===== src/rtl/mesi_isc_seq_pkg.sv =====
// rtl/mesi_isc_seq_pkg.sv - shared types for the MESI ISC broadcast sequencer
// Contents: CPU count, main-bus and coherence-bus command encodings, sequencer states.
package mesi_isc_seq_pkg;

  localparam int CPU_NUM = 4;

  typedef enum logic [2:0] {
    MBUS_NOP      = 3'd0,
    MBUS_WR       = 3'd1,
    MBUS_RD       = 3'd2,
    MBUS_WR_BROAD = 3'd3,
    MBUS_RD_BROAD = 3'd4
  } mbus_cmd_e;

  typedef enum logic [2:0] {
    CBUS_NOP      = 3'd0,
    CBUS_WR_SNOOP = 3'd1,
    CBUS_RD_SNOOP = 3'd2,
    CBUS_EN_WR    = 3'd3,
    CBUS_EN_RD    = 3'd4
  } cbus_cmd_e;

  typedef enum logic [1:0] {
    ST_IDLE   = 2'd0,
    ST_SNOOP  = 2'd1,
    ST_ENABLE = 2'd2,
    ST_ACK    = 2'd3
  } seq_state_e;

endpackage


===== src/rtl/mesi_isc_rr_arb4.sv =====
// rtl/mesi_isc_rr_arb4.sv - combinational 4-way round-robin picker
// Ports:
//   req    in   4  request lines, one per CPU
//   ptr    in   2  highest-priority CPU this cycle
//   gnt_id out  2  first requester at or after ptr (mod 4)
//   valid  out  1  at least one request present
module mesi_isc_rr_arb4
  import mesi_isc_seq_pkg::*;
(
  input  logic [3:0] req,
  input  logic [1:0] ptr,
  output logic [1:0] gnt_id,
  output logic       valid
);

  logic [1:0] idx;

  // Scan from the farthest offset down to ptr itself so the nearest
  // requester is the last one written and therefore wins.
  always_comb begin
    gnt_id = ptr;
    valid  = |req;
    idx    = '0;
    for (int k = CPU_NUM - 1; k >= 0; k--) begin
      idx = ptr + 2'(k);
      if (req[idx]) gnt_id = idx;
    end
  end

endmodule


===== src/rtl/mesi_isc_bcast_seq.sv =====
// rtl/mesi_isc_bcast_seq.sv - coherence-bus broadcast sequencer for 4 CPU caches
// Ports:
//   clk, rst      clock and synchronous active-high reset
//   mbus_cmd_i    per-CPU main-bus command (CPU n at [n*MBUS_CMD_WIDTH +: MBUS_CMD_WIDTH])
//   mbus_addr_i   per-CPU main-bus address
//   mbus_ack_o    one-cycle completion pulse to the requester
//   cbus_cmd_o    per-CPU coherence command
//   cbus_addr_o   shared coherence address of the running transaction
//   cbus_ack_i    per-CPU coherence acknowledge
//   busy_o        transaction in progress
//   owner_o       id of current or last requester
//   timeout_o     one-cycle pulse when a wait state is aborted by the watchdog
module mesi_isc_bcast_seq
  import mesi_isc_seq_pkg::*;
#(
  parameter int          ADDR_WIDTH     = 32,
  parameter int          MBUS_CMD_WIDTH = 3,
  parameter int          CBUS_CMD_WIDTH = 3,
  parameter int unsigned TIMEOUT_CYC    = 255
) (
  input  logic                                clk,
  input  logic                                rst,
  input  logic [CPU_NUM*MBUS_CMD_WIDTH-1:0]   mbus_cmd_i,
  input  logic [CPU_NUM*ADDR_WIDTH-1:0]       mbus_addr_i,
  output logic [CPU_NUM-1:0]                  mbus_ack_o,
  output logic [CPU_NUM*CBUS_CMD_WIDTH-1:0]   cbus_cmd_o,
  output logic [ADDR_WIDTH-1:0]               cbus_addr_o,
  input  logic [CPU_NUM-1:0]                  cbus_ack_i,
  output logic                                busy_o,
  output logic [1:0]                          owner_o,
  output logic                                timeout_o
);

  localparam logic [15:0] TIMEOUT_LIM = 16'(TIMEOUT_CYC);
  localparam logic        TIMEOUT_EN  = (TIMEOUT_CYC != 0);

  seq_state_e state_q, state_d;
  logic [1:0]             rr_ptr_q;
  logic                   wr_q;
  logic [ADDR_WIDTH-1:0]  addr_q;
  logic [CPU_NUM-1:0]     ack_mask_q;
  logic [15:0]            timer_q;

  logic [MBUS_CMD_WIDTH-1:0] cmd_arr  [CPU_NUM];
  logic [ADDR_WIDTH-1:0]     addr_arr [CPU_NUM];
  logic [CPU_NUM-1:0]        req;
  logic [1:0]                gnt_id;
  logic                      gnt_valid;
  logic [CPU_NUM-1:0]        owner_bit;
  logic [CPU_NUM-1:0]        ack_mask_nxt;
  logic                      snoop_done;
  logic                      timer_hit;

  always_comb begin
    req = '0;
    for (int i = 0; i < CPU_NUM; i++) begin
      cmd_arr[i]  = mbus_cmd_i[i*MBUS_CMD_WIDTH +: MBUS_CMD_WIDTH];
      addr_arr[i] = mbus_addr_i[i*ADDR_WIDTH +: ADDR_WIDTH];
      req[i]      = (cmd_arr[i] == MBUS_CMD_WIDTH'(MBUS_WR_BROAD)) ||
                    (cmd_arr[i] == MBUS_CMD_WIDTH'(MBUS_RD_BROAD));
    end
  end

  mesi_isc_rr_arb4 u_arb (
    .req    (req),
    .ptr    (rr_ptr_q),
    .gnt_id (gnt_id),
    .valid  (gnt_valid)
  );

  // The owner's own ack never counts toward the snoop phase; forcing its bit
  // on lets one AND-reduce detect "all three others have answered".
  assign owner_bit    = 4'b0001 << owner_q_w();
  assign ack_mask_nxt = ack_mask_q | (cbus_ack_i & ~owner_bit);
  assign snoop_done   = &(ack_mask_nxt | owner_bit);
  assign timer_hit    = TIMEOUT_EN && (timer_q == TIMEOUT_LIM);

  function automatic logic [1:0] owner_q_w();
    return owner_o;
  endfunction

  always_comb begin
    state_d     = state_q;
    mbus_ack_o  = '0;
    cbus_cmd_o  = '0;
    timeout_o   = 1'b0;
    busy_o      = (state_q != ST_IDLE);
    cbus_addr_o = (state_q != ST_IDLE) ? addr_q : '0;
    case (state_q)
      ST_IDLE: begin
        if (gnt_valid) state_d = ST_SNOOP;
      end
      ST_SNOOP: begin
        if (timer_hit) begin
          timeout_o = 1'b1;
          state_d   = ST_IDLE;
        end else begin
          for (int i = 0; i < CPU_NUM; i++) begin
            if ((2'(i) != owner_o) && !ack_mask_q[i])
              cbus_cmd_o[i*CBUS_CMD_WIDTH +: CBUS_CMD_WIDTH] =
                wr_q ? CBUS_CMD_WIDTH'(CBUS_WR_SNOOP) : CBUS_CMD_WIDTH'(CBUS_RD_SNOOP);
          end
          if (snoop_done) state_d = ST_ENABLE;
        end
      end
      ST_ENABLE: begin
        if (timer_hit) begin
          timeout_o = 1'b1;
          state_d   = ST_IDLE;
        end else begin
          for (int i = 0; i < CPU_NUM; i++) begin
            if (2'(i) == owner_o)
              cbus_cmd_o[i*CBUS_CMD_WIDTH +: CBUS_CMD_WIDTH] =
                wr_q ? CBUS_CMD_WIDTH'(CBUS_EN_WR) : CBUS_CMD_WIDTH'(CBUS_EN_RD);
          end
          if (cbus_ack_i[owner_o]) state_d = ST_ACK;
        end
      end
      ST_ACK: begin
        mbus_ack_o = owner_bit;
        state_d    = ST_IDLE;
      end
      default: state_d = ST_IDLE;
    endcase
  end

  always_ff @(posedge clk) begin
    if (rst) begin
      state_q    <= ST_IDLE;
      owner_o    <= '0;
      rr_ptr_q   <= '0;
      wr_q       <= 1'b0;
      addr_q     <= '0;
      ack_mask_q <= '0;
      timer_q    <= '0;
    end else begin
      state_q <= state_d;
      case (state_q)
        ST_IDLE: begin
          if (gnt_valid) begin
            owner_o    <= gnt_id;
            rr_ptr_q   <= gnt_id + 2'd1;
            wr_q       <= (cmd_arr[gnt_id] == MBUS_CMD_WIDTH'(MBUS_WR_BROAD));
            addr_q     <= addr_arr[gnt_id];
            ack_mask_q <= '0;
            timer_q    <= '0;
          end
        end
        ST_SNOOP: begin
          ack_mask_q <= (state_d == ST_IDLE) ? '0 : ack_mask_nxt;
          timer_q    <= (state_d == ST_ENABLE) ? 16'd0 : timer_q + 16'd1;
        end
        ST_ENABLE: begin
          if (state_d == ST_IDLE) ack_mask_q <= '0;
          timer_q <= timer_q + 16'd1;
        end
        default: begin
          ack_mask_q <= '0;
        end
      endcase
    end
  end

endmodule

===== config.mk =====
export PLATFORM = sky130hd
export DESIGN_NAME = mesi_isc_bcast_seq
export DESIGN_NICKNAME = d
export VERILOG_FILES = /design/src/rtl/mesi_isc_seq_pkg.sv /design/src/rtl/mesi_isc_rr_arb4.sv /design/src/rtl/mesi_isc_bcast_seq.sv
export SDC_FILE = /design/constraint.sdc
export NUM_CORES = 1
export LEC_CHECK = 0
export CORE_MARGIN = 2
export CORE_UTILIZATION = 37
export DETAILED_ROUTE_END_ITERATION = 10
export GPL_ROUTABILITY_DRIVEN = 0
export PLACE_DENSITY_LB_ADDON = 0.15
export SETUP_SLACK_MARGIN = 0.3
export SLEW_MARGIN = 20
export SYNTH_ARGS = -nofsm -noshare
export SYNTH_HDL_FRONTEND = slang
export SYNTH_SLANG_ARGS = --single-unit

===== constraint.sdc =====
create_clock -name clk -period 2.3 [get_ports clk]
set_input_delay 0.345 -clock clk [delete_from_list [all_inputs] [get_ports clk]]
set_output_delay 0.345 -clock clk [all_outputs]
set_load 0.02 [all_outputs]

==> After elaboration in Yosys (flattened, before gate mapping) <==
Cells that the tools add are included.
{ "classes": {"shifts": 1, "eq_ne": 22, "n_lt_le_gt_ge": 6, "n_addsub": 5, "n_reduce_logical": 24, "muxes": 50, "n_bitwise": 5} }
{ "ops": {"columns": ["cell", "n"], "rows": [
  ["$mux W32", 3],
  ["$bmux W32 S2", 1],
  ["$pmux W16 S3", 1],
  ["$mux W16", 2],
  ["$mux W2", 14],
  ["$pmux W12 S2", 1],
  ["$mux W3", 7],
  ["$add A16 B1 Y16 const B", 1],
  ["$eq A16 B8 Y1 const B", 1],
  ["$mux W4", 4],
  ["$eq A3 B2 Y1 const B", 5],
  ["$lt A2 B3 Y1 const B", 5],
  ["$eq A3 B3 Y1 const B", 4],
  ["$mux W12", 1],
  ["$pmux W4 S3", 1],
  ["$mux W11", 1],
  ["$bmux W1 S2", 5],
  ["$or A4 B4 Y4", 2],
  ["$pmux W2 S4", 1],
  ["$mux W1", 7],
  ["$bmux W3 S2", 1],
  ["$eq A2 B2 Y1 const B", 3],
  ["$logic_not A2 Y1", 3],
  ["$reduce_and A2 Y1", 3],
  ["21 further kinds", 36]
]} }
{ "word_totals": {"reg_bits": 59, "input_bits": 146, "out_inout_bits": 52, "wordCells": 120} }

==> Logic depth before layout (Yosys ltp) <==
{ "depth": {"depth_word": 13, "mapped_depth": 11, "mapped_depth_nobuf": 10} }

==> Modules after synthesis <==
A second synthesis with hierarchy kept.
{ "hier_totals": {"cells_unflattened": 484, "hier_area_um2": 3986.3} }
{ "by_module_without_submodules": {"columns": ["mod", "n_inst", "cells_per_inst", "seq_area_each_um2", "area_each_um2"], "rows": [
  ["mesi_isc_bcast_seq", 1, 468, 1181.1, 3886.2],
  ["mesi_isc_rr_arb4", 1, 16, 0.0, 100.1]
]} }

==> Least setup slack after synthesis <==
No wires, ideal clock.
{ "synth_path": {"path_type": "flip-flop to flip-flop", "startpoint": "reg owner_o[0]", "endpoint": "reg timer_q[10]", "setup_ns": 0.069, "path_stages_with_launch": 9, "synth_period_minus_slack_ns": 2.330, "required_ns": 2.231, "arrival_time_ns": 2.261, "path_slack_ns": -0.030, "path_buffers": 0, "path_cell_list": "dfxtp_1 > mux4_2 > nand3_2 > o31a_4 > a21boi_4 > o31a_1 > a21o_1 > or3_1 > o21ai_1"} }
{ "synth_between": {"elab_chain_len": 12, "word_cells_on_any_way": 16, "classes_between": "1 x eq/ne; 1 x shift; 9 x mux; 4 x bitwise; 1 x reduce/logical"} }
{ "synth_lines": {"columns": ["element", "line", "text"], "rows": [
  ["start, declared", "mesi_isc_bcast_seq.sv:30", "output logic [1:0] owner_o,"],
  ["start signal, assigned", "mesi_isc_bcast_seq.sv:141", "owner_o <= gnt_id;"],
  ["$shl A1 B2 Y4", "mesi_isc_bcast_seq.sv:73", "assign owner_bit = 4'b0001 << owner_q_w();"],
  ["$not A4 Y4", "mesi_isc_bcast_seq.sv:74", "assign ack_mask_nxt = ack_mask_q | (cbus_ack_i & ~owner_bit);"],
  ["$and A4 B4 Y4", "mesi_isc_bcast_seq.sv:74", null],
  ["$or A4 B4 Y4", "mesi_isc_bcast_seq.sv:74", null],
  ["$or A4 B4 Y4", "mesi_isc_bcast_seq.sv:75", "assign snoop_done = &(ack_mask_nxt | owner_bit);"],
  ["$reduce_and A4 Y1", "mesi_isc_bcast_seq.sv:75", null],
  ["$mux W2", "mesi_isc_bcast_seq.sv:103", "if (snoop_done) state_d = ST_ENABLE;"],
  ["$mux W2", "mesi_isc_bcast_seq.sv:94", "if (timer_hit) begin"],
  ["$pmux W2 S4 *", "mesi_isc_bcast_seq.sv:89", "case (state_q)"],
  ["$eq A2 B2 Y1 *", "mesi_isc_bcast_seq.sv:151", "timer_q <= (state_d == ST_ENABLE) ? 16'd0 : timer_q + 16'd1;"],
  ["$mux W16 *", "mesi_isc_bcast_seq.sv:151", null],
  ["$pmux W16 S3 *", "mesi_isc_bcast_seq.sv:138", "case (state_q)"],
  ["end signal, assigned", "mesi_isc_bcast_seq.sv:151", null],
  ["end signal, assigned", "mesi_isc_bcast_seq.sv:155", "timer_q <= timer_q + 16'd1;"],
  ["end, declared", "mesi_isc_bcast_seq.sv:42", "logic [15:0] timer_q;"]
]} }
Every way passes the cells marked *; elsewhere a longest branch is shown, timed or not. The select of a mux whose other input is x is not followed.
A chain may end at the register's enable or synchronous reset.

==> Worst setup path after layout <==
{ "layout_path": {"startpoint": "reg timer_q[1]", "endpoint": "out cbus_cmd_o[0]"} }
{ "layout_between": {"elab_chain_len": 3, "word_cells_on_any_way": 4, "classes_between": "1 x eq/ne; 3 x mux"} }
{ "layout_lines": {"columns": ["element", "line", "text"], "rows": [
  ["$eq A16 B8 Y1 *", "mesi_isc_bcast_seq.sv:76", "assign timer_hit = TIMEOUT_EN && (timer_q == TIMEOUT_LIM);"],
  ["$mux W12 / $mux W11 (equally long branches)", "mesi_isc_bcast_seq.sv:107, mesi_isc_bcast_seq.sv:94", null],
  ["$pmux W12 S2 *", "mesi_isc_bcast_seq.sv:89", null],
  ["end, declared", "mesi_isc_bcast_seq.sv:26", "output logic [CPU_NUM*CBUS_CMD_WIDTH-1:0] cbus_cmd_o,"]
]} }
Every way passes the cells marked *; elsewhere a longest branch is shown, timed or not.

==> flow_results.org <==
** Status
- The flow ran to the end, but the final reports show violations.
- The checks that failed: setup timing.

** Final layout
- Fraction of layout instances using a drive strength above 1 :: 35.8%
- Post-route cell area :: 7560 um^2
- Antenna Diode Count :: 0
- Area taken by multi-input logic gates :: 3170 um^2
- In the final layout, flip-flops and latches occupy 1200 um^2.
- In the final design database the tool counted 915 nets.
- Layout fillers :: 757
- From synthesis to final layout, the design area changed by 90.8%.

** STA
- The number of max-slew violations in the final report is 0.
- Number of endpoints with negative hold slack in the final report :: 0
- Sum of negative setup slack :: -0.0143 ns
- Unrepaired setup endpoints after global routing :: yes
- In the post-route analysis, the smallest setup slack over all paths is -0.0143 ns.
- For the finished layout, the period the worst path requires is 2.31 ns.
- Pin slew with the least headroom to its limit :: 0.491 ns
- Worst hold margin :: approximately 0.46 ns
- Number of setup violations in the final report :: 1
- Worst-case headroom to the max-slew limit :: 67.2%
- Final period utilization :: 101%
- Fmax :: 432 MHz
- The clock arrives with 0.00974 ns of skew.

** Synth
- Number of distinct standard cells referenced by the synthesized netlist :: between 40 and 50
- Of the synthesized area, sequential elements account for about 30%.
- Number of register bits inferred by synthesis :: 59
- Synthesized Nets :: 644
- Yosys printed 0 warnings.
- Yosys top cell area share :: 29.8%
- The commonest cells after synthesis are mux2i_1 (69), nand2_1 (60), dfxtp_1 (59).
- The synthesized design spends more area on one cell type than any other, namely dfxtp_1.
- Averaged over all synthesized cells, the footprint is 8.04 um^2.
- Predominant post-synthesis flop cell :: dfxtp_1
- Total standard cell area after synthesis :: 3970 um^2
- After technology mapping, the gate count stands at 493.
- The most common cell in the synthesized netlist is mux2i_1.
- The synthesized design contains 0 enable-type register cells.
- Of all flip-flops after synthesis, the portion carrying an async set or reset was 0%.
- Ranked by total cell area, the synthesized netlist is headed by dfxtp_1 (30%), mux2i_1 (17%), o221ai_1 (7.3%).

** Die
- Die width :: 108 um
- Once the floorplan was initialized, standard cells occupied 38.2% of the core.
- The die covers 11600 um^2.
- The floorplan step defined a core boundary enclosing 10400 um^2.
- about 200 I/O pins were placed.
- Row generation in the floorplan step produced 37 rows.
- From bottom edge to top edge, the die measures 108 um.

** CTS
- TritonCTS clock tree :: yes
- Clock-pin slew was measured on the worst setup and hold paths at 0.07 ns.
- The longest clock path from root to sink contains 2 buffers.
- In this run the clock root is driven by a clkbuf_8.
- Buffers inserted during clock tree synthesis total 9.
- Clock latency on the worst-skew pair, taken at its later pin, is 0.35 ns.
- Maximum level of the CTS H-tree :: 3
- Number of buffers inserted for hold repair after clock tree synthesis :: 0
- The clock drives 59 sinks.

** Critical path
- The critical path goes through ha_4, and3_4, buf_6, and2_4, nand3_4, buf_12, nand4_1, a21oi_1, buf_4.
- Critical path's largest stage delay :: between 0.3 and 0.4 ns
- Grouping stages by cell kind, the critical path spends the most delay in simple AND/OR/NAND/NOR gates.
- In this run the worst path has a maximum fanout of 5.
- The critical path is of the reg -> out type.
- Req. time, crit path :: 1.96 ns
- The worst setup path is captured at an output port.
- Slowest stage cell, crit path :: dfxtp_2
- Data arrives at the worst endpoint at approximately 2 ns.
- Counting both buffers and inverters, the worst setup path holds a total of 3.
- STA classifies the critical path startpoint as a register.

** Placement
- Detail Placement HPWL :: 10.4 mm
- Total placed instance area :: 6520 um^2
- Port buffering added 197 buffers.
- At the placement stage, the worst setup path has a slack of -0.290 ns.

** Hold path
- The tightest min-delay check is of the reg -> reg type.

** Global routing
- Entering global routing, the biggest net connects 36 pins.
- The number of global-route vias before repair is slightly below 5000.
- The first global-routing pass estimated 22.9 mm of wire.
- For this run, the total global-route usage over all layers was measured as 25.2%.
- The initial antenna violation count is 0.
- Overflow after GRT :: 0

** Power and ir drop
- After layout, the design draws a total of 0.00471 W.
- The internal power of the cells totals 0.00301 W.
- In this run the power spent charging and discharging nets is 0.00170 W.
- Net switching is a little over a third of the power.
- Power per Cell Area :: 623 nW/um^2
- Clock power frac :: 19.0%
- Sequential cells account for 27.8% of the total power.
- Worst-case vdd ir drop :: ~330 uV
- Comb power frac :: a little over half
- Total leakage power :: between 3 and 4 nW

** Run
- The tool flagged a number of max-cap violations equal to 0.

** Detailed routing
- Via count :: 4922
- Detailed Routing Iterations Pass 1 :: 5
- Routed via count divided by cell count :: around 5.4
- After detailed routing, the average wire length per cell comes to 18.0 um.
- DRC Markers :: 0
- After the first detailed-routing iteration, the DRC count stood at slightly below 200.
- Residual antenna-violating net count after detailed routing :: 0
- Final wirelength :: 16.2 mm
[state kept, by name, summed over array words and instances, names as in the netlist]
register / flops
addr_q: 32
timer_q: 16
ack_mask_q: 4
owner_o: 2
rr_ptr_q: 2
state_q: 2
wr_q: 1
[final cells by class]
cell class              instances  area share [%]
multi-input cells             386            41.8
clock inverters                 2           0.132
clock buffers                  13            2.23
inverters                      16           0.844
flip-flops and latches         59            15.9
well taps                     136            2.25
repair buffers                292            36.8
[placed cells by master (no fill, tap or decap), types with 5 or more instances in the layout]
cell               n
dfxtp_1           52
buf_2              6
buf_16             6
clkbuf_8          12
nor2_1            23
o221ai_2          18
nor2b_1           36
or3_4              6
o21ai_1           11
o221ai_1          15
mux2i_2            9
nand4_1            7
a21oi_1           19
buf_12             9
or3_1              5
nand2_1           55
buf_6             10
clkdlybuf4s50_1  135
nand3_1            8
inv_1             13
dlygate4sd2_1     13
a21oi_2           13
mux2i_1           58
buf_4             81
nor2_2             6
clkbuf_2          26
nor2_4             6
[worst register-to-register path, stage by stage (launching register included)]
cell	delay [ns]
dfxtp_2	0.36
ha_4	0.14
and3_4	0.21
buf_6	0.11
and2_4	0.15
nand3_4	0.11
a21boi_4	0.18
o31a_1	0.29
a21o_1	0.25
or3_1	0.36
o21ai_1	0.08
[cell families after synthesis]
kind of cell	share of synthesized area (%)
adders and majority gates	1.58
muxes	18.3
and+or+nand+nor	25.4
DFF	29.8
buffers and inverters	5.17
xor gates and xnor gates	0.663
AOI/OAI and AO/OA	19.1
[timing repair]
action	CTS	global route
pin swaps	14	31
buffers inserted	13	16
gates resized for setup	207	132
gates cloned	5	4
hold endpoints to repair	0	0
endpoints found under the setup margin	104	101
[power groups by stage]
stage               clock network, W  logic [W]  registers [W]
floorplan                          0    0.00112        0.00129
finish                      0.000897    0.00251        0.00131
global placement                   0    0.00187        0.00131
detailed placement                 0    0.00190        0.00132
global route                0.000948    0.00266        0.00133
CTS                         0.000902    0.00225        0.00130
[through the flow]
step                std cells  util (%)
floorplan                 493         -
global placement          851      62.9
detailed placement        851      62.9
CTS                       884      69.0
global route              904      72.9
finish                    904      72.9
[final timing paths]
kind / start / to / slack, ns / cells after the start
setup reg to reg: timer_q[1] / timer_q[12] / 0.01 / 10
setup / recovery: timer_q[1] / cbus_cmd_o[0] / -0.01 / 9
hold reg to reg: addr_q[9] / addr_q[9] / 0.46 / 2
hold / removal: addr_q[9] / addr_q[9] / 0.46 / 2
[per-layer routing]
metal / vias up / wire, um / track usage, % / share of wire, %
met5: - / 0 / 0 / 0
met1: 2337 / 6090 / 27.4 / 37
met2: 214 / 8430 / 44.9 / 52
li1: 2329 / - / - / -
met4: 0 / 585 / 11.7 / 3.6
met3: 42 / 1150 / 7.26 / 7.1
(Power assumes the default switching activity.)
